==> src/rtl/branch_encoder.sv <==
// rtl/branch_encoder.sv - 6502 branch encoder: (cond, pc, target) to branch machine-code bytes
//
// Purpose: turns a branch request into 6502 machine code and writes the bytes to program
// memory through a valid/ready byte port. A reachable target gives the 2-byte relative form.
// An unreachable target gives the 5-byte long form (inverted branch over a JMP abs) when
// LONG_FORM_EN=1. When LONG_FORM_EN=0 it raises err_range and writes nothing.
//
// Ports:
//   clk, rst_n                     clock, asynchronous active-low reset
//   req_valid/req_ready            request handshake (ready only while idle)
//   req_cond, req_pc, req_target   condition code, opcode address, branch destination
//   wr_valid/wr_ready              byte write handshake
//   wr_addr, wr_data               byte address and value
//   done                           one-cycle pulse at the end of each request
//   err_range, long_form,          status of the most recent request, updated in CALC
//   page_crossed, offset
module branch_encoder #(
   parameter bit         LONG_FORM_EN = 1'b1,
   parameter logic [7:0] JMP_OPCODE   = 8'h4C
) (
   input  logic        clk,
   input  logic        rst_n,
   input  logic        req_valid,
   output logic        req_ready,
   input  logic [2:0]  req_cond,
   input  logic [15:0] req_pc,
   input  logic [15:0] req_target,
   output logic        wr_valid,
   input  logic        wr_ready,
   output logic [15:0] wr_addr,
   output logic [7:0]  wr_data,
   output logic        done,
   output logic        err_range,
   output logic        long_form,
   output logic        page_crossed,
   output logic [7:0]  offset
);

   typedef enum logic [1:0] {IDLE, CALC, EMIT, DONE} state_t;

   state_t      state, state_nxt;
   logic [2:0]  cond_q;
   logic [15:0] pc_q;
   logic [15:0] target_q;
   logic [2:0]  idx;

   logic [15:0] next_pc;
   logic [15:0] diff;
   logic        in_range;
   logic [7:0]  opc;
   logic [2:0]  last_idx;
   logic        wr_fire;

   // Relative branches count from the byte after the 2-byte instruction.
   assign next_pc  = pc_q + 16'd2;
   assign diff     = target_q - next_pc;
   // Reachable when the upper bits are a pure sign extension of bit 7.
   assign in_range = (diff[15:7] == 9'h000) || (diff[15:7] == 9'h1FF);
   assign opc      = {cond_q, 5'b10000};
   assign last_idx = long_form ? 3'd4 : 3'd1;
   assign wr_fire  = (state == EMIT) && wr_ready;

   // State register plus the datapath registers that follow it
   always_ff @(posedge clk or negedge rst_n) begin
      if (!rst_n) begin
         state        <= IDLE;
         cond_q       <= 3'd0;
         pc_q         <= 16'd0;
         target_q     <= 16'd0;
         idx          <= 3'd0;
         offset       <= 8'd0;
         page_crossed <= 1'b0;
         long_form    <= 1'b0;
         err_range    <= 1'b0;
      end else begin
         state <= state_nxt;
         if (state == IDLE && req_valid) begin
            cond_q   <= req_cond;
            pc_q     <= req_pc;
            target_q <= req_target;
         end
         if (state == CALC) begin
            offset       <= diff[7:0];
            page_crossed <= in_range && (next_pc[15:8] != target_q[15:8]);
            long_form    <= !in_range && LONG_FORM_EN;
            err_range    <= !in_range && !LONG_FORM_EN;
            idx          <= 3'd0;
         end else if (wr_fire) begin
            idx <= idx + 3'd1;
         end
      end
   end

   // Next-state logic
   always_comb begin
      state_nxt = state;
      case (state)
         IDLE: if (req_valid) state_nxt = CALC;
         CALC: state_nxt = (!in_range && !LONG_FORM_EN) ? DONE : EMIT;
         EMIT: if (wr_fire && idx == last_idx) state_nxt = DONE;
         DONE: state_nxt = IDLE;
         default: state_nxt = IDLE;
      endcase
   end

   // Outputs; address and data are zero outside EMIT and stay put during a stall
   // because idx only moves on a handshake.
   always_comb begin
      req_ready = (state == IDLE);
      done      = (state == DONE);
      wr_valid  = (state == EMIT);
      wr_addr   = 16'd0;
      wr_data   = 8'd0;
      if (state == EMIT) begin
         wr_addr = pc_q + {13'd0, idx};
         if (long_form) begin
            case (idx)
               3'd0:    wr_data = opc ^ 8'h20;   // opposite condition skips the JMP
               3'd1:    wr_data = 8'h03;
               3'd2:    wr_data = JMP_OPCODE;
               3'd3:    wr_data = target_q[7:0];
               3'd4:    wr_data = target_q[15:8];
               default: wr_data = 8'd0;
            endcase
         end else begin
            case (idx)
               3'd0:    wr_data = opc;
               3'd1:    wr_data = offset;
               default: wr_data = 8'd0;
            endcase
         end
      end
   end

endmodule

==> config.mk <==
export PLATFORM = sky130hd
export DESIGN_NAME = branch_encoder
export DESIGN_NICKNAME = d
export VERILOG_FILES = /design/src/rtl/branch_encoder.sv
export SDC_FILE = /design/constraint.sdc
export NUM_CORES = 1
export LEC_CHECK = 0
export BUFFER_PORTS_ARGS = -buffer_cell sky130_fd_sc_hd__buf_2
export CORE_MARGIN = 3
export CORE_UTILIZATION = 61
export DETAILED_ROUTE_END_ITERATION = 8
export PLACE_DENSITY = 0.87
export SYNTH_ARGS = -nofsm -noshare
export SYNTH_HDL_FRONTEND = slang
export SYNTH_SLANG_ARGS = --single-unit
==> constraint.sdc <==
create_clock -name clk -period 6.3 [get_ports clk]
set_input_delay 0 -clock clk [delete_from_list [all_inputs] [get_ports clk]]
set_output_delay 0 -clock clk [all_outputs]
set_load 0.03 [all_outputs]
==> flow_summary_export.csv <==
group,metric,value,unit
layout,layout-drive-gt1-share,0.2534,
detailed_routing,num_vias,3524,
synthesis,synth_fp_nets,488,
critical_path,crit_family,"simple AND/OR/NAND/NOR gates",
detailed_routing,post_drt_wl_per_cell,17.19,µm
synthesis,syn_avg_cell_area,9.257,µm²
critical_path,startpoint,"pc_q[4]",
grt,grt_max_degree,51,
timing,setup-violations-final,0,
timing,report.final.slew_viol_count,0,
critical_path,r2r-end,"page_crossed",
timing,worst_clock_skew,0.009495,ns
layout,final_util,0.7880,
die,rows,28,
synthesis,yosys.area_share.simple,0.1806,
layout,antennaDiodeCount,0,
timing,timing.fmax,266.0,MHz
synthesis,yosys.area_share.xor_xnor,0.07452,
cts,h-tree-depth,2,
min_path,hold_path_class,"input port to register",
placement,portBuffers,75,
critical_path,cp_slowest_stage_delay,0.49,ns
job,drv_cap,0,
grt,grtUsageTotal,0.2900,
timing,final_hold_viol_count,0,
critical_path,crit_path_end,"page_crossed",
synthesis,synth-compound-area-share,0.1590,
cts,worstSkewPairLatency,0.31,ns
cts,cts-root-buf,"clkbuf_8",
die,io_pins,77,
critical_path,crit_arrival,4.01,ns
critical_path,r2r_start,"pc_q[4]",
critical_path,critPathLaunchType,"register",
synthesis,synthAdderAreaFrac,0.1006,
critical_path,worstRegToRegCells,14,
timing,finalCriticalPeriod,3.759,ns
synthesis,ys_types,59,
placement,gp_congestion,0.8459,
detailed_routing,drt_iter0_drc,226,
detailed_routing,first_pass_iters,5,
grt,antenna_found_initial,0,
critical_path,crit_path_cell_trace,"nand3_1 > nor2_1 > nand4_1 > nor2_1 > xnor2_1 > ha_1 > inv_1 > or3_1 > a311o_1 > o311ai_2 > nand4b_1 > or4_1 > or4_1 > nand3_1",
cts,cts.sinks,50,
timing,period_share,0.5967,
critical_path,worstSetupPathDepth,14,
cts,cts.repair.resized,0,
synthesis,syn_area,3879,µm²
layout,nNetsFinal,589,
die,start_util,0.6437,
synthesis,ys.flop_type,"dfrtp_1",
detailed_routing,route.detailed.drc,0,
synthesis,yosysWarnings,0,
cts,clk_pin_slew,0.10,ns
detailed_routing,drt-total-wl,10.24,mm
grt,grt-ovfl-total,0,
grt,grt_pass1_vias,3570,
critical_path,cpMaxStageDelayCell,"dfrtp_1",
critical_path,crit_path_end_kind,"register",
timing,worstMarginPinSlew,1.123,ns
die,coreArea,6026,µm²
critical_path,r2r_slack,2.54,ns
cts,clockBufferDepth,2,
timing,timing.hold.ws,0.1407,ns
critical_path,worst-path-buf-inv,1,
layout,area_growth,22.42,%
die,chipWidth,85.74,µm
cts,cts_buffers,5,
synthesis,async_flop_share,1.000,
placement,hpwlAfterDp,7.213,mm
grt,grt_pass1_wl,17.02,mm
layout,finish.instance_area,4748,µm²
timing,rsz0062_at_grt,"no",
synthesis,synth-edff-count,0,
synthesis,yosysSeqAreaShare,0.3226,
detailed_routing,vias_per_cell,5.913,
detailed_routing,ant_nets,0,
die,die_h,85.74,µm
synthesis,synth-seq-cells,50,
synthesis,syn-instance-count,419,
critical_path,path_max_fanout,8,
synthesis,synth_top_family_by_area,"simple AND/OR/NAND/NOR gates",
placement,place_area,4273,µm²
die,die-area,7351,µm²
critical_path,critPathKind,"register to register",
critical_path,required,6.55,ns
timing,setup_tns,0,ns
run_status,status,"finished clean",
synthesis,synth_mux_area_frac,0.1239,
timing,relSlewSlack,0.2511,
cts,cts_tree,"yes",
## kinds of logic (layout without fill, tap and decap cells)
family	Yosys count	count (layout)
simple gates	140	140
fa+ha+maj	30	30
xor+xnor	33	33
other cells	1	1
compound gates	86	86
flops	50	50
buf+inv	36	138
mux	43	43
## flip-flops by register name, indices dropped and copies added (netlist names)
register,flops
target_q,16
idx,3
state,2
pc_q,16
page_crossed,1
cond_q,3
offset,8
long_form,1
## per-stage QoR
step	cells	setup WS [ns]
after floorplan	419	2.799
after global placement	551	2.683
after detailed placement	551	2.618
after CTS	596	2.571
after global routing	596	2.307
final	596	2.541
## synthesized netlist by cell type (3+ instances only)
cell,instances,area share
a21boi_0,5,0.0097
a21o_1,3,0.0058
a21oi_1,25,0.032
a221o_1,3,0.0077
a221oi_1,3,0.0068
a22o_1,3,0.0068
a22oi_1,3,0.0058
and2_1,13,0.021
and3_1,4,0.0065
clkbuf_1,16,0.015
dfrtp_1,50,0.32
ha_1,28,0.090
inv_1,16,0.015
mux2_2,40,0.12
mux2i_1,3,0.0077
nand2_1,31,0.030
nand2b_1,3,0.0048
nand3_1,13,0.017
nand4_1,7,0.011
nor2_1,34,0.033
nor2b_1,7,0.011
nor3_1,10,0.013
o211ai_1,4,0.0077
o21ai_0,12,0.015
o31ai_1,3,0.0058
or3_1,8,0.013
or4_1,3,0.0058
xnor2_1,24,0.054
xor2_1,9,0.020
## cells in the final DEF (no fill, tap or decap), types with 2 or more instances in the layout
master         Yosys  final
xor2_1             9      9
nand4_1            7      7
nor2b_1            7      7
a22oi_1            3      3
nand4b_1           2      2
and3_1             4      4
a22o_1             3      3
o21a_1             2      2
mux2_2            40     40
a221oi_1           3      3
fa_1               2      2
o2111ai_1          2      2
a21oi_1           25     25
buf_2              0     75
nor3_1            10     10
a21boi_0           5      5
nor2_1            34     34
xnor2_1           24     24
clkbuf_8           0      7
o2111a_1           2      2
nand2b_1           3      3
nand3_1           13     13
ha_1              28     28
o21ai_0           12     12
dlygate4sd3_1      0     37
o211ai_1           4      4
mux2i_1            3      3
and2_1            13     13
o21bai_1           2      2
o31ai_1            3      3
nand2_1           31     31
or3_1              8      8
dfrtp_1           50     50
a21o_1             3      3
or4_1              3      3
a221o_1            3      3
inv_1             16     16
## routing by layer
metal | wire length, µm | vias up | track usage
li1 | - | 1708 | -
met1 | 4092 | 1660 | 0.3570
met2 | 5172 | 132 | 0.5205
met3 | 698 | 24 | 0.04419
met4 | 281 | 0 | 0.09209
met5 | 0 | - | 0
## worst min-delay path, stage by stage
cell and delay, ns:
buf_2 0.11, nor2b_1 0.11, a21oi_1 0.07, nand2_1 0.06, o21ai_0 0.06
## how the worst min path moves through the flow
stage	start	end	slack, ns	cells past startpoint
floorplan	rst_n	cond_q[0]	-0.30	0
global placement	req_pc[9]	pc_q[9]	0.23	2
detailed placement	req_target[10]	target_q[10]	0.24	2
CTS	req_valid	state[1]	0.14	5
global route	req_valid	state[1]	0.16	5
finish	req_valid	state[1]	0.14	5
## area by class of cell
class                   count  area [µm²]
well taps                  75       93.84
inverters                  17       63.81
flip-flops and latches     50        1251
fillers                   401        1277
clock buffers               7       96.34
multi-input cells         333        2481
clock inverters             1       8.758
repair buffers            113       753.2
## timing repair
item / CTS / global route
hold endpoints to repair: 86 / 0
setup buffers: 0 / 0
hold buffers: 37 / 0
Power is left out: the tool's default activity adds up to more than one toggle a clock period on the data nets, which glitch-free logic cannot reach.
